$ cat src/rtl/pc_epc_unit.sv
// Program-counter unit for the multicycle CPU: PC, EPC shadow register and exception-state flag.
// It supports hold, increment, aligned load, exception entry and eret. Rejected loads and erets raise one-cycle error pulses.
module pc_epc_unit #(
  parameter int               WIDTH      = 32,
  parameter logic [WIDTH-1:0] RESET_PC   = 32'h0040_0000,
  parameter int               STEP       = 4,
  parameter logic [WIDTH-1:0] EXC_VECTOR = 32'h0040_0004
) (
  input  logic             clk,
  input  logic             rst_n,
  input  logic             pc_en,
  input  logic [1:0]       mode,
  input  logic [WIDTH-1:0] target,
  input  logic             exc_req,
  input  logic             read,
  output logic [WIDTH-1:0] pc_rdata,
  output logic [WIDTH-1:0] epc_rdata,
  output logic             in_exc,
  output logic             addr_err,
  output logic             eret_err
);

  localparam logic [1:0] MODE_HOLD = 2'b00;
  localparam logic [1:0] MODE_INC  = 2'b01;
  localparam logic [1:0] MODE_LOAD = 2'b10;
  localparam logic [1:0] MODE_ERET = 2'b11;

  localparam logic [WIDTH-1:0] STEP_W = WIDTH'(STEP);

  logic [WIDTH-1:0] pc_q, pc_d;
  logic [WIDTH-1:0] epc_q, epc_d;
  logic             in_exc_q, in_exc_d;
  logic             addr_err_q, addr_err_d;
  logic             eret_err_q, eret_err_d;

  // Error pulses default low, so any edge that does not re-raise them clears them.
  always_comb begin
    pc_d       = pc_q;
    epc_d      = epc_q;
    in_exc_d   = in_exc_q;
    addr_err_d = 1'b0;
    eret_err_d = 1'b0;
    if (exc_req) begin
      // A nested exception keeps the first fault's return address.
      if (!in_exc_q) epc_d = pc_q;
      pc_d     = EXC_VECTOR;
      in_exc_d = 1'b1;
    end else if (pc_en) begin
      case (mode)
        MODE_HOLD: pc_d = pc_q;
        MODE_INC:  pc_d = pc_q + STEP_W;
        MODE_LOAD: begin
          if (target[1:0] == 2'b00) pc_d = target;
          else                      addr_err_d = 1'b1;
        end
        MODE_ERET: begin
          if (in_exc_q) begin
            pc_d     = epc_q + STEP_W;
            in_exc_d = 1'b0;
          end else begin
            eret_err_d = 1'b1;
          end
        end
        default: pc_d = pc_q;
      endcase
    end
  end

  always_ff @(posedge clk or negedge rst_n) begin
    if (!rst_n) begin
      pc_q       <= RESET_PC;
      epc_q      <= '0;
      in_exc_q   <= 1'b0;
      addr_err_q <= 1'b0;
      eret_err_q <= 1'b0;
    end else begin
      pc_q       <= pc_d;
      epc_q      <= epc_d;
      in_exc_q   <= in_exc_d;
      addr_err_q <= addr_err_d;
      eret_err_q <= eret_err_d;
    end
  end

  assign pc_rdata  = read ? pc_q  : '0;
  assign epc_rdata = read ? epc_q : '0;
  assign in_exc    = in_exc_q;
  assign addr_err  = addr_err_q;
  assign eret_err  = eret_err_q;

endmodule

$ cat config.mk
export PLATFORM = sky130hd
export DESIGN_NAME = pc_epc_unit
export DESIGN_NICKNAME = d
export VERILOG_FILES = /design/src/rtl/pc_epc_unit.sv
export SDC_FILE = /design/constraint.sdc
export NUM_CORES = 1
export LEC_CHECK = 0
export CAP_MARGIN = 10
export CORE_MARGIN = 4
export CORE_UTILIZATION = 26
export CTS_BUF_LIST = sky130_fd_sc_hd__clkbuf_4 sky130_fd_sc_hd__clkbuf_8
export DETAILED_ROUTE_END_ITERATION = 16
export PLACE_DENSITY = 0.58
export SLEW_MARGIN = 20
export SYNTH_ARGS = -nofsm -noshare
export SYNTH_HDL_FRONTEND = slang
export SYNTH_SLANG_ARGS = --single-unit
$ cat constraint.sdc
create_clock -name clk -period 2.5 [get_ports clk]
set_clock_uncertainty 0.2 [all_clocks]
set_input_delay 0.25 -clock clk [delete_from_list [all_inputs] [get_ports clk]]
set_output_delay 0.25 -clock clk [all_outputs]
set_load 0.02 [all_outputs]
## Word level (Yosys, flattened, before mapping)

Index checks and enable logic that the tools add are counted.

- RAM bits: 0
- Word-level logic and storage cells: 39
- Output and inout port bits: 67
- Register bits: 67
- Memory bits (read-only): 0
- Memories: 0
- Bits in latches: 0

- Muxes and demuxes: 18
- Bitwise operators: 1
- Magnitude comparators: 0
- Reduce and logical (&&, ||, !) cells: 7
- Div/mod/pow operators: 0
- Equal/unequal tests: 6
- Multiply operators: 0
- Shift operators: 0
- Add/sub/neg operators: 2

Operators with widths:

| operator | number |
|---|---|
| 2-to-1 mux 32 bit | 6 |
| one-hot mux 32 bit (3 select lines) | 1 |
| adder 32 x 3 -> 32 bit (second input constant) | 2 |
| 2-to-1 mux 1 bit | 11 |
| inequality test 3 bit (second input constant) | 2 |
| equality test 2 bit (second input constant) | 2 |
| logical NOT 2 bit | 2 |
| AND reduction 2 bit | 2 |
| AND reduction 4 bit | 1 |
| nonzero test 2 bit | 2 |
| equality test 2 x 1 -> 1 bit (second input constant) | 1 |
| inequality test 2 bit (second input constant) | 1 |
| NOT 1 bit | 1 |

## Depth between registers and ports, before layout

Gate-level depths: netlist (run 1).

- Depth in word-level cells: 5
- Depth in mapped cells: 13
- Depth with buffers taken out: 10

## Worst setup path before layout (run 1)

No wires, ideal clock.

- Path type: input to register
- Start: in mode[0]
- End: reg pc_q[22]
- Buffers on the path: 3
- Setup slack: -0.380 ns
- Cell stages on the path: 13
- Arrival time: 2.575 ns
- Cell sequence: and2_1 -> buf_2 -> buf_2 -> buf_1 -> nand2_1 -> o21ai_0 -> ha_1 -> nand2_1 -> mux2i_1 -> nand3_2 -> nor3_1 -> xor2_1 -> a222oi_1

- Cells in the longest elaborated chain, start to end: 4
- Elaborated cells between the ends (all ways): 11

Ends and longest elaborated chain:

| what | RTL line | text |
|---|---|---|
| from (decl) | 12 | `input logic [1:0] mode,` |
| equality test 2 bit / equality test 2 x 1 -> 1 bit (equally long branches) | 49 | `case (mode)` |
| one-hot mux 32 bit (3 select lines) | 49 |  |
| 2-to-1 mux 32 bit | 48 | `end else if (pc_en) begin` |
| 2-to-1 mux 32 bit | 43 | `if (exc_req) begin` |
| to (signal assigned) | 77 | `pc_q <= pc_d;` |
| to (decl) | 30 | `logic [WIDTH-1:0] pc_q, pc_d;` |

Several ways; a longest one is shown, not always the timed one. The select of a mux whose other input is x is not followed.
A chain may end at the register's enable or synchronous reset.

## Final worst setup path (run 1)

- Start: reg epc_q[7]
- End: reg pc_q[29]

- Cells in the longest elaborated chain, start to end: 5

Ends and longest elaborated chain:

| what | RTL line | text |
|---|---|---|
| from (decl) | 31 | `logic [WIDTH-1:0] epc_q, epc_d;` |
| from (signal assigned) | 78 | `epc_q <= epc_d;` |
| adder 32 x 3 -> 32 bit | 58 | `pc_d = epc_q + STEP_W;` |
| 2-to-1 mux 32 bit | 57 | `if (in_exc_q) begin` |
| one-hot mux 32 bit (3 select lines) | 49 |  |
| 2-to-1 mux 32 bit | 48 |  |
| 2-to-1 mux 32 bit | 43 |  |

Every way passes these cells. The select of a mux whose other input is x is not followed.

==> results of run 1 <==
## registers in the layout, indices dropped and copies added, names as in the netlist
signal and cells:
addr_err 1, epc_q 32, eret_err 1, in_exc 1, pc_q 32
## final timing paths
kind,end,slack (ns),cells past startpoint
worst max-delay path,pc_q[29]$_DFFE_PN0P_,0.17,6
worst min-delay path,pc_q[22]$_DFFE_PN1P_,0.28,3
worst max register to register,pc_q[29]$_DFFE_PN0P_,0.17,6
worst min register to register,pc_q[0]$_DFFE_PN0P_,0.32,2
max in group asynchronous,pc_q[22]$_DFFE_PN1P_,1.06,3
min in group asynchronous,epc_q[2]$_DFFE_PN0P_,0.30,2
## power groups by stage
stage	sequential [uW]	clock [uW]	combinational, uW
final	1210	1080	527
after global routing	1210	1150	574
after CTS	1210	1100	533
after detailed placement	1230	0	527
after global placement	1220	0	517
after floorplan	1200	0	262
## cells in the mapped netlist (4+ instances only)
cell      instances
o31ai_1           4
a22oi_1          22
nor2_1           21
nand4_1          18
nor4_2            4
mux2i_1          26
and2_1           65
inv_1             7
nand2b_1          4
clkbuf_1         19
and3_1            5
buf_6             4
xnor2_1           7
o21ai_0          35
dfrtp_1          66
a21oi_1           9
nand3_1           9
buf_2             8
o21ai_1           9
xor2_1           19
nand2_1          39
mux2_2           34
a31oi_1           5
nor3_1           12
## cells by family after synthesis
family,after synthesis
AO/OA/AOI/OAI,101
buffers and inverters,40
multiplexers,60
XOR/XNOR,26
flip-flops,67
AND/OR/NAND/NOR,194
adder cells (fa/ha/maj),1
## layout make-up
class                      count  share of cell area (%)
inverter                       7                   0.399
sequential                    67                    25.5
clock inverter                 4                    1.10
multi-input combinational    382                    42.1
timing repair buffer         172                    24.2
clock buffer                  12                    2.42
tap                          225                    4.28
## metal layers
layer	GRT usage, %	vias up	wire length (um)	share of wire (%)
li1	-	2057	-	-
met1	19.5	2138	6600	44
met2	26.8	100	7600	50
met3	3.04	21	634	4.2
met4	5.35	0	274	1.8
met5	0	-	0	0
## per-stage QoR
step / cell area, um^2 / TNS (ns) / worst slack [ns]
after detailed placement: 6270 / -8.07 / -0.495
after global placement: 6270 / -6.44 / -0.380
after floorplan: 4630 / 0 / 0.000377
final: 6580 / 0 / 0.173
after CTS: 6550 / 0 / 0.00685
after global routing: 6580 / 0 / 0.0992
## tightest hold or removal path, stage by stage
cell             delay (ns)
clkdlybuf4s50_1        0.45
inv_1                  0.07
a222oi_1               0.06
## timing repair
| item | CTS | global route |
|---|---|---|
| endpoints found under the setup margin | 9 | 16 |
| pin swaps | 2 | 1 |
| hold endpoints to repair | 30 | 0 |
| gates resized for setup | 2 | 5 |
| setup buffers | 2 | 2 |
| hold buffers | 1 | 0 |
## layout by cell type, fill, tap and decap left out, types with 21 or more instances in the layout
cell type        Yosys  routed
o21ai_0             35      34
dfrtp_1             66      66
buf_4                0      61
mux2i_1             26      25
nor2_1              21      21
clkdlybuf4s50_1      0     102
nand2_1             39      38
a22oi_1             22      22
mux2_2              34      34
and2_1              65      64
==> results.md, run 1 <==
- Yosys Warn Count: 0
- Vias in the first global route: 4592
- Slowest-stage cell, CP: or4_4
- Crit path max-delay family: compound AO/OA/AOI/OAI gates
- Period utilization: 93.1%
- Fillers: 1755
- All-Layer GR Usage: 15.6%
- Root Buffer Master: clkbuf_8
- Switching Share: 27.9%
- Utilization after layout: 38.3%
- Yosys top cell by area: dfrtp_1
- Worst EP required: 2.55 ns
- WL final: 15100 um
- Antenna viol nets, final: 0
- Number of synthesized flops with an enable pin: 0
- Post-synthesis compound-gate area fraction: 14.5%
- Routed len/inst: 17.4 um
- H-tree depth: 3
- Register area: 1680 um^2
- Max Slew Vio Count: 0
- Via count: 4316
- Slew headroom: 48.1%
- Worst-path clk slew: 0.08 ns
- Initial core utilization: 26.4%
- DRT Pass-1 Iters: 4
- Placer Congestion: 0.901
- Combinational power share: 18.7%
- Fraction of registers with async set/reset: 100%
- Drt drc: 0
- Placed Cells: 848
- Top FF cell, synth: dfrtp_1
- Core Box Area: 17200 um^2
- Post-synthesis adder-cell area fraction: 0.276%
- Hold Fails Final Rpt: 0
- RSZ-0062 raised after global routing: no
- Mux contribution to synthesized area: 14.2%
- Max Root-Sink Buffers: 2
- Layout cell share with drive strength beyond 1: 22.2%
- Crit end category: flip-flop
- Fin cells: 869
- Final Power: 2810 uW
- Share of the yosys chip area belonging to registers: 37.0%
- Top-area cell type share of the netlist area: 36.4%
- Largest net degree at the start of global routing: 65
- CP Launch Point: epc_q[7]$_DFFE_PN0P_
- Mapped Cells: 489
- Crit-path max FO: 4
- Min cycle time layout: 2.33 ns
- Net Sw Power: 786 uW
- Max stage delay on crit path: 0.57 ns
- Setup crit start kind: flip-flop
- P_int: 2030 uW
- Leak: 0.00278 uW
- Row count: 48
- Synth Net Count: 529
- Die width: 140 um
- Power density over cell area: 428 nW/um^2
- Hold Path Origin: target[22]
- Run status: finished, final reports clean
- CTS tree: yes
- Synth-to-layout area growth: 45.0%
- Mapped Avg Cell Area: 9.28 um^2
- Worst Max-Slew Pin Slew: 0.778 ns
- Die ar.: 19600 um^2
- Layout Nets: 679
- IR drop worst, VDD: 0.000279 V
- Area occupied by multi-input gates: 2770 um^2
- CP bufs+invs: 0
- Worst reg2reg startpoint: epc_q[7]$_DFFE_PN0P_
- Iter 0 DRT Violations: 292
- Worst-path cell chain: and4_1 > a31oi_1 > a2111o_1 > or4_4 > a221oi_2 > a211oi_2
- Worst hold path type: input port to flip-flop
- Yosys reg bits: 67
- Kind of critical path: flip-flop to flip-flop
- First-pass GRT wire length: 24800 um
- Largest cells by area after synthesis: dfrtp_1 (36%), and2_1 (9.0%), mux2_2 (8.4%)
- IO Pins: 106
- Port bufs: 105
- CTS buffer count: 9
- Synth Area in XOR/XNOR: 5.02%
- Hold slack final: 0.281 ns
- Number of max-cap violations: 0
- Via density: 4.97
- CP arrival: 2.38 ns
- Sequential share of power: 42.9%
- # diodes: 0
- Clock Sinks: 67
- Final Setup Violations: 0
- Clock Power Share: 38.4%
- Clock latency on the worst-skew pair: 0.37 ns
- Cell area after synthesis: 4540 um^2
- Post-Synth Simple-Gate Area: 24.9%
- Total grt overflow: 0
- Highest Clock Rate: 430 MHz
- Largest family of logic cells by synthesized area: simple AND/OR/NAND/NOR gates
- Library cells used by synthesis: 49
- Height of the die: 140 um
- DP Wirelength: 11500 um
- Initial antenna violation count: 0
Note: power is estimated with default switching activity, not from simulation.
==> run 2, diff against run 1 <==
--- a/config.mk
+++ b/config.mk
@@ -8,7 +8,7 @@
 export CAP_MARGIN = 10
 export CORE_MARGIN = 4
 export CORE_UTILIZATION = 26
-export CTS_BUF_LIST = sky130_fd_sc_hd__clkbuf_4 sky130_fd_sc_hd__clkbuf_8
+export CTS_BUF_LIST = sky130_fd_sc_hd__clkbuf_8
 export DETAILED_ROUTE_END_ITERATION = 16
 export PLACE_DENSITY = 0.58
 export SLEW_MARGIN = 20
==> run 2 against run 1 <==
Flip-flop and latch count is the same. Non-clock buffer count is the same. Sequential power is essentially flat. Critical endpoint unchanged. Largest cell class unchanged.
==> results.md, run 2 (synthesized netlist as in run 1, its figures left out) <==
- Run status: finished, final reports clean (unchanged)
- Placer Congestion: 0.901 (unchanged)
- IO Pins: 106 (unchanged)
- DRT Pass-1 Iters: 5 (was 4)
- Via density: 4.99 (was 4.97)
- Core Box Area: 17200 um^2 (unchanged)
- Root Buffer Master: clkbuf_8 (unchanged)
- Slew headroom: 48.5% (was 48.1%)
- Commonest non-fill, non-tap cells in the layout: clkdlybuf4s50_1 (102), dfrtp_1 (66), and2_1 (64) (unchanged)
- Worst reg2reg startpoint: epc_q[7]$_DFFE_PN0P_ (unchanged)
- Design area: 6570 um^2 (was 6580 um^2)
- Die width: 140 um (unchanged)
- CTS tree: yes (unchanged)
- Routed len/inst: 17.4 um (about the same)
- Sum Neg Setup Slack: 0 ns (unchanged)
- RSZ-0062 raised after global routing: no (unchanged)
- Period utilization: 93.1% (about the same)
- Antenna viol nets, final: 0 (unchanged)
- Max Root-Sink Buffers: 2 (unchanged)
- Clock latency on the worst-skew pair: 0.36 ns (was 0.37 ns)
- Height of the die: 140 um (unchanged)
- Kind of critical path: flip-flop to flip-flop (unchanged)
- Synth-to-layout area growth: 44.9% (was 45.0%)
- Slowest-stage cell, CP: or4_4 (unchanged)
- CP arrival: 2.38 ns (about the same)
- Leak: 0.00278 uW (about the same)
- CTS buffer count: 9 (unchanged)
- Fin cells: 869 (unchanged)
- Worst R2R Path Depth: 6 (unchanged)
- Initial core utilization: 26.4% (unchanged)
- Crit end category: flip-flop (unchanged)
- Largest net degree at the start of global routing: 65 (unchanged)
- # diodes: 0 (unchanged)
- Commonest non-fill, non-tap cell in the layout: clkdlybuf4s50_1 (unchanged)
- IR drop worst, VDD: 0.000280 V (was 0.000279 V)
- Layout Nets: 679 (unchanged)
- Fin worst setup slack: 0.171 ns (was 0.173 ns)
- Vias in the first global route: 4595 (was 4592)
- Worst Hold End: pc_q[22]$_DFFE_PN1P_ (unchanged)
- FF-to-FF setup slack: 0.17 ns (about the same)
- WL final: 15100 um (about the same)
- Hold depth: 3 (unchanged)
- H-tree depth: 3 (unchanged)
- DP Area: 6270 um^2 (unchanged)
- Placed Cells: 848 (unchanged)
- Number of max-cap violations: 0 (unchanged)
- Worst hold path type: input port to flip-flop (unchanged)
- Hold Fails Final Rpt: 0 (unchanged)
- Via count: 4337 (was 4316)
- Layout cell share with drive strength beyond 1: 22.0% (was 22.2%)
- All-Layer GR Usage: 15.6% (unchanged)
- First-pass GRT wire length: 24800 um (about the same)
- DP Wirelength: 11500 um (unchanged)
- Iter 0 DRT Violations: 288 (was 292)
- Power density over cell area: 426 nW/um^2 (was 428 nW/um^2)
- Die ar.: 19600 um^2 (unchanged)
- Crit path max-delay family: compound AO/OA/AOI/OAI gates (unchanged)
- Highest Clock Rate: 429 MHz (was 430 MHz)
- Min cycle time layout: 2.33 ns (about the same)
- CP bufs+invs: 0 (unchanged)
- Total grt overflow: 0 (unchanged)
- Worst EP required: 2.55 ns (about the same)
- Worst-path clk slew: 0.08 ns (about the same)
- Max stage delay on crit path: 0.57 ns (about the same)
- Worst slack, placed: -0.495 ns (unchanged)
- Initial antenna violation count: 0 (unchanged)
- Port bufs: 105 (unchanged)
- Clock Sinks: 67 (unchanged)
- Worst Max-Slew Pin Slew: 0.773 ns (was 0.778 ns)
- Worst-path cell chain: and4_1 > a31oi_1 > a2111o_1 > or4_4 > a221oi_2 > a211oi_2 (unchanged)
- Reg2Reg Capture Point: pc_q[29]$_DFFE_PN0P_ (unchanged)
- Hold Path Origin: target[22] (unchanged)
- Max Slew Vio Count: 0 (unchanged)
- Row count: 48 (unchanged)
- Setup crit start kind: flip-flop (unchanged)
- Crit-path max FO: 4 (unchanged)
- Biggest regs: epc_q: 32 flops, pc_q: 32 flops (unchanged)
- Final Setup Violations: 0 (unchanged)
- Drt drc: 0 (unchanged)
[run 2: cell count changes in the layout (fill, tap and decap cells not counted), sizes merged]
cell    change
clkbuf      -1
inv         +1
[run 2: metal layers]
layer / share of wire (%) / vias to the layer above / GRT usage (%)
met4: 1.7 / 0 / 5.35
li1: - / 2056 / -
met3: 4.9 / 18 / 3.04
met1: 43 / 2138 / 19.5
met2: 51 / 125 / 26.8
met5: 0 / - / 0
[run 2: worst max-delay path by stage]
stage / start / cells after the start / endpoint / slack (ns)
CTS: mode[1] / 9 / pc_q[29]$_DFFE_PN0P_ / 0.007
global route: pc_q[3]$_DFFE_PN0P_ / 10 / pc_q[20]$_DFFE_PN0P_ / 0.1
detailed placement: mode[1] / 12 / pc_q[26]$_DFFE_PN0P_ / -0.50
finish: epc_q[7]$_DFFE_PN0P_ / 6 / pc_q[29]$_DFFE_PN0P_ / 0.17
global placement: mode[1] / 12 / pc_q[26]$_DFFE_PN0P_ / -0.38
floorplan: mode[0] / 12 / pc_q[26]$_DFFE_PN0P_ / 0.0004
[run 2: timing repair]
action                                  4_1_cts  5_1_grt
resized for setup                             2        5
pin swaps                                     2        1
setup buffers                                 2        2
hold endpoints to repair                     30        0
hold buffers                                  1        0
endpoints found under the setup margin        9       16
[run 2: cell type report]
cell class	instances	area, um^2
clock inverters	5	76.3
repair buffers	172	1590
fillers	1757	10600
inverters	7	26.3
flip-flops and latches	67	1680
multi-input cells	382	2770
clock buffers	11	151
well taps	225	282
[run 2: per-stage QoR]
step | total power [uW] | hold slack [ns] | util [%]
final | 2800 | 0.289 | 38.3
after global placement | 1740 | 0.160 | 36.5
after CTS | 2820 | 0.283 | 38.1
after global routing | 2920 | 0.304 | 38.3
after floorplan | 1470 | -0.246 | -
after detailed placement | 1750 | 0.173 | 36.5
[run 2: worst min-delay path: cells and delay by family]
kind / cells / cell delay [ns]
buf+inv: 2 / 0.53
compound gates: 1 / 0.06
[run 2: where the power goes]
group	internal (uW)	total, uW	switching (uW)
Sequential	1140	1210	68.5
Combinational	264	528	263
Clock	611	1060	453
==> run 3, diff against run 2 <==
--- a/config.mk
+++ b/config.mk
@@ -11,6 +11,8 @@
 export CTS_BUF_LIST = sky130_fd_sc_hd__clkbuf_8
 export DETAILED_ROUTE_END_ITERATION = 16
 export PLACE_DENSITY = 0.58
+export REMOVE_ABC_BUFFERS = 1
+export SKIP_CTS_REPAIR_TIMING = 1
 export SLEW_MARGIN = 20
 export SYNTH_ARGS = -nofsm -noshare
 export SYNTH_HDL_FRONTEND = slang
==> run 3 against run 2 <==
Fmax is 0.86% higher. Cell count shrank 0.46%. First-iteration DRC count rose by 13%. Critical path type unchanged. Largest power group unchanged. Cell area shrank 1.0%. Global-route usage decreased by 0.43 points. Count of clock-buffer cells in the layout is 1 higher. Largest cell class unchanged. Clock power decreased by 20%.
==> results.md, run 3 (synthesized netlist as in run 1, its figures left out) <==
- Initial core utilization: 26.4% (unchanged)
- Worst Max-Slew Pin Slew: 0.385 ns (was 0.773 ns)
- DRT Pass-1 Iters: 5 (unchanged)
- Min cycle time layout: 2.31 ns (was 2.33 ns)
- Metal3 WL: 649 um (was 747 um)
- DP Wirelength: 11100 um (was 11500 um)
- Run status: finished, final reports clean (unchanged)
- Worst-path cell chain: inv_1 > o21ai_1 > ha_2 > nand2_1 > mux2i_2 > nand3_4 > nor4_2 > xor2_1 > o21ai_1 (was and4_1 > a31oi_1 > a2111o_1 > or4_4 > a221oi_2 > a211oi_2)
- Placer Congestion: 0.888 (was 0.901)
- Hold Path Origin: mode[1] (was target[22])
- CP arrival: 2.36 ns (was 2.38 ns)
- Met2 wire length: 7260 um (was 7640 um)
- Area occupied by multi-input gates: 2750 um^2 (was 2770 um^2)
- WL final: 14900 um (was 15100 um)
- Number of max-cap violations: 0 (unchanged)
- Period utilization: 92.4% (was 93.1%)
- Power density over cell area: 396 nW/um^2 (was 426 nW/um^2)
- Routed len/inst: 17.2 um (was 17.4 um)
- Largest net degree at the start of global routing: 68 (was 65)
- Max Root-Sink Buffers: 2 (unchanged)
- Core Box Area: 17200 um^2 (unchanged)
- Worst EP required: 2.55 ns (about the same)
- Root Buffer Master: clkbuf_8 (unchanged)
- Max stage delay on crit path: 0.36 ns (was 0.57 ns)
- Slowest-stage cell, CP: nor4_2 (was or4_4)
- Leak: 0.00274 uW (was 0.00278 uW)
- Highest Clock Rate: 433 MHz (was 429 MHz)
- Drt drc: 0 (unchanged)
- Worst hold path type: input port to flip-flop (unchanged)
- CTS buffer count: 9 (unchanged)
- # diodes: 0 (unchanged)
- DP Area: 6230 um^2 (was 6270 um^2)
- Initial antenna violation count: 0 (unchanged)
- Total grt overflow: 0 (unchanged)
- Most frequent CP cell: o21ai_1
- Kind of critical path: flip-flop to flip-flop (unchanged)
- Port bufs: 105 (unchanged)
- Synth-to-layout area growth: 43.4% (was 44.9%)
- Max Used Layer: met4 (unchanged)
- Final Setup Violations: 0 (unchanged)
- H-tree depth: 3 (unchanged)
- Register area: 1680 um^2 (unchanged)
- Iter 0 DRT Violations: 326 (was 288)
- Worst reg2reg startpoint: pc_q[2]$_DFFE_PN0P_ (was epc_q[7]$_DFFE_PN0P_)
- Setup crit start kind: flip-flop (unchanged)
- First-pass GRT wire length: 23900 um (was 24800 um)
- Via count: 4332 (was 4337)
- Crit path max-delay family: simple AND/OR/NAND/NOR gates (was compound AO/OA/AOI/OAI gates)
- Biggest regs: epc_q: 32 flops, pc_q: 32 flops (unchanged)
- Slew headroom: 74.1% (was 48.5%)
- IO Pins: 106 (unchanged)
- Max Slew Vio Count: 0 (unchanged)
- Design area: 6510 um^2 (was 6570 um^2)
- Antenna viol nets, final: 0 (unchanged)
- RSZ-0062 raised after global routing: no (unchanged)
- Clock Sinks: 67 (unchanged)
- Final Power: 2570 uW (was 2800 uW)
- Fillers: 1730 (was 1757)
- Layout cell share with drive strength beyond 1: 21.3% (was 22.0%)
- Commonest non-fill, non-tap cells in the layout: clkdlybuf4s50_1 (102), dfrtp_1 (66), and2_1 (65) (was clkdlybuf4s50_1 (102), dfrtp_1 (66), and2_1 (64))
- IR drop worst, VDD: 0.000198 V (was 0.000280 V)
- Height of the die: 140 um (unchanged)
- FF-to-FF setup slack: 0.19 ns (was 0.17 ns)
- All-Layer GR Usage: 15.1% (was 15.6%)
- Crit-path max FO: 8 (was 4)
- Met1 wire length: 6790 um (was 6490 um)
- Row count: 48 (unchanged)
- CP bufs+invs: 1 (was 0)
- Commonest non-fill, non-tap cell in the layout: clkdlybuf4s50_1 (unchanged)
- Vias in the first global route: 4483 (was 4595)
- Clock latency on the worst-skew pair: 0.37 ns (was 0.36 ns)
- Worst-path clk slew: 0.07 ns (was 0.08 ns)
- Hold Fails Final Rpt: 0 (unchanged)
- Layout Nets: 675 (was 679)
- CP Launch Point: pc_q[2]$_DFFE_PN0P_ (was epc_q[7]$_DFFE_PN0P_)
- Crit end category: flip-flop (unchanged)
- Via density: 5.01 (was 4.99)
- Die ar.: 19600 um^2 (unchanged)
- CTS tree: yes (unchanged)
- Die width: 140 um (unchanged)
[run 3: cell types whose count changed in the layout (fill, tap and decap cells not counted), sizes merged]
| cell | previous run | this run |
|---|---|---|
| buf | 67 | 63 |
| clkinv | 1 | 2 |
| inv | 8 | 9 |
| clkinvlp | 1 | 0 |
| bufinv | 2 | 0 |
| clkbuf | 11 | 12 |
[run 3: cell type report]
| type | instances | share of cell area, % |
|---|---|---|
| well taps | 225 | 4.33 |
| repair buffers | 168 | 24.4 |
| flip-flops and latches | 67 | 25.8 |
| clock buffers | 12 | 2.54 |
| clock inverters | 4 | 0.269 |
| inverters | 7 | 0.404 |
| multi-input cells | 382 | 42.3 |
[run 3: worst paths after layout]
kind | endpoint | cells past startpoint
max | pc_q[24]$_DFFE_PN0P_ | 9
min | pc_q[1]$_DFFE_PN0P_ | 4
max reg2reg | pc_q[24]$_DFFE_PN0P_ | 9
min reg2reg | pc_q[0]$_DFFE_PN0P_ | 2
max in group asynchronous | pc_q[22]$_DFFE_PN1P_ | 3
min in group asynchronous | epc_q[4]$_DFFE_PN0P_ | 3
[run 3: power breakdown]
group	total [uW]	switching [uW]	internal (uW)	leakage, uW
clock	849	418	431	0.000105
sequential	1210	68.2	1140	0.000907
combinational	519	259	260	0.00172
[run 3: per-stage QoR]
stage	hold WS, ns	setup slack, ns	instances	TNS, ns	util, %
2_1_floorplan	-0.246	-0.354	456	-13.47	-
3_3_place_gp	0.104	-0.460	847	-7.96	36.3
3_5_place_dp	0.105	-0.603	847	-10.04	36.3
4_1_cts	-0.289	-0.183	863	-1.40	37.3
5_1_grt	0.228	0.0379	865	0	37.9
6_report	0.228	0.191	865	0	37.9
[run 3: layer usage]
layer  GRT usage, %  vias up
met1           20.1     2157
met4           4.18        0
met5              0        -
met2           24.5      105
li1               -     2052
met3           3.86       18
[run 3: worst reg2reg max path, stage by stage (launching register included)]
cell	delay [ns]
dfrtp_1	0.35
inv_1	0.07
o21ai_1	0.16
ha_2	0.23
nand2_1	0.10
mux2i_2	0.24
nand3_4	0.22
nor4_2	0.37
xor2_1	0.18
o21ai_1	0.07
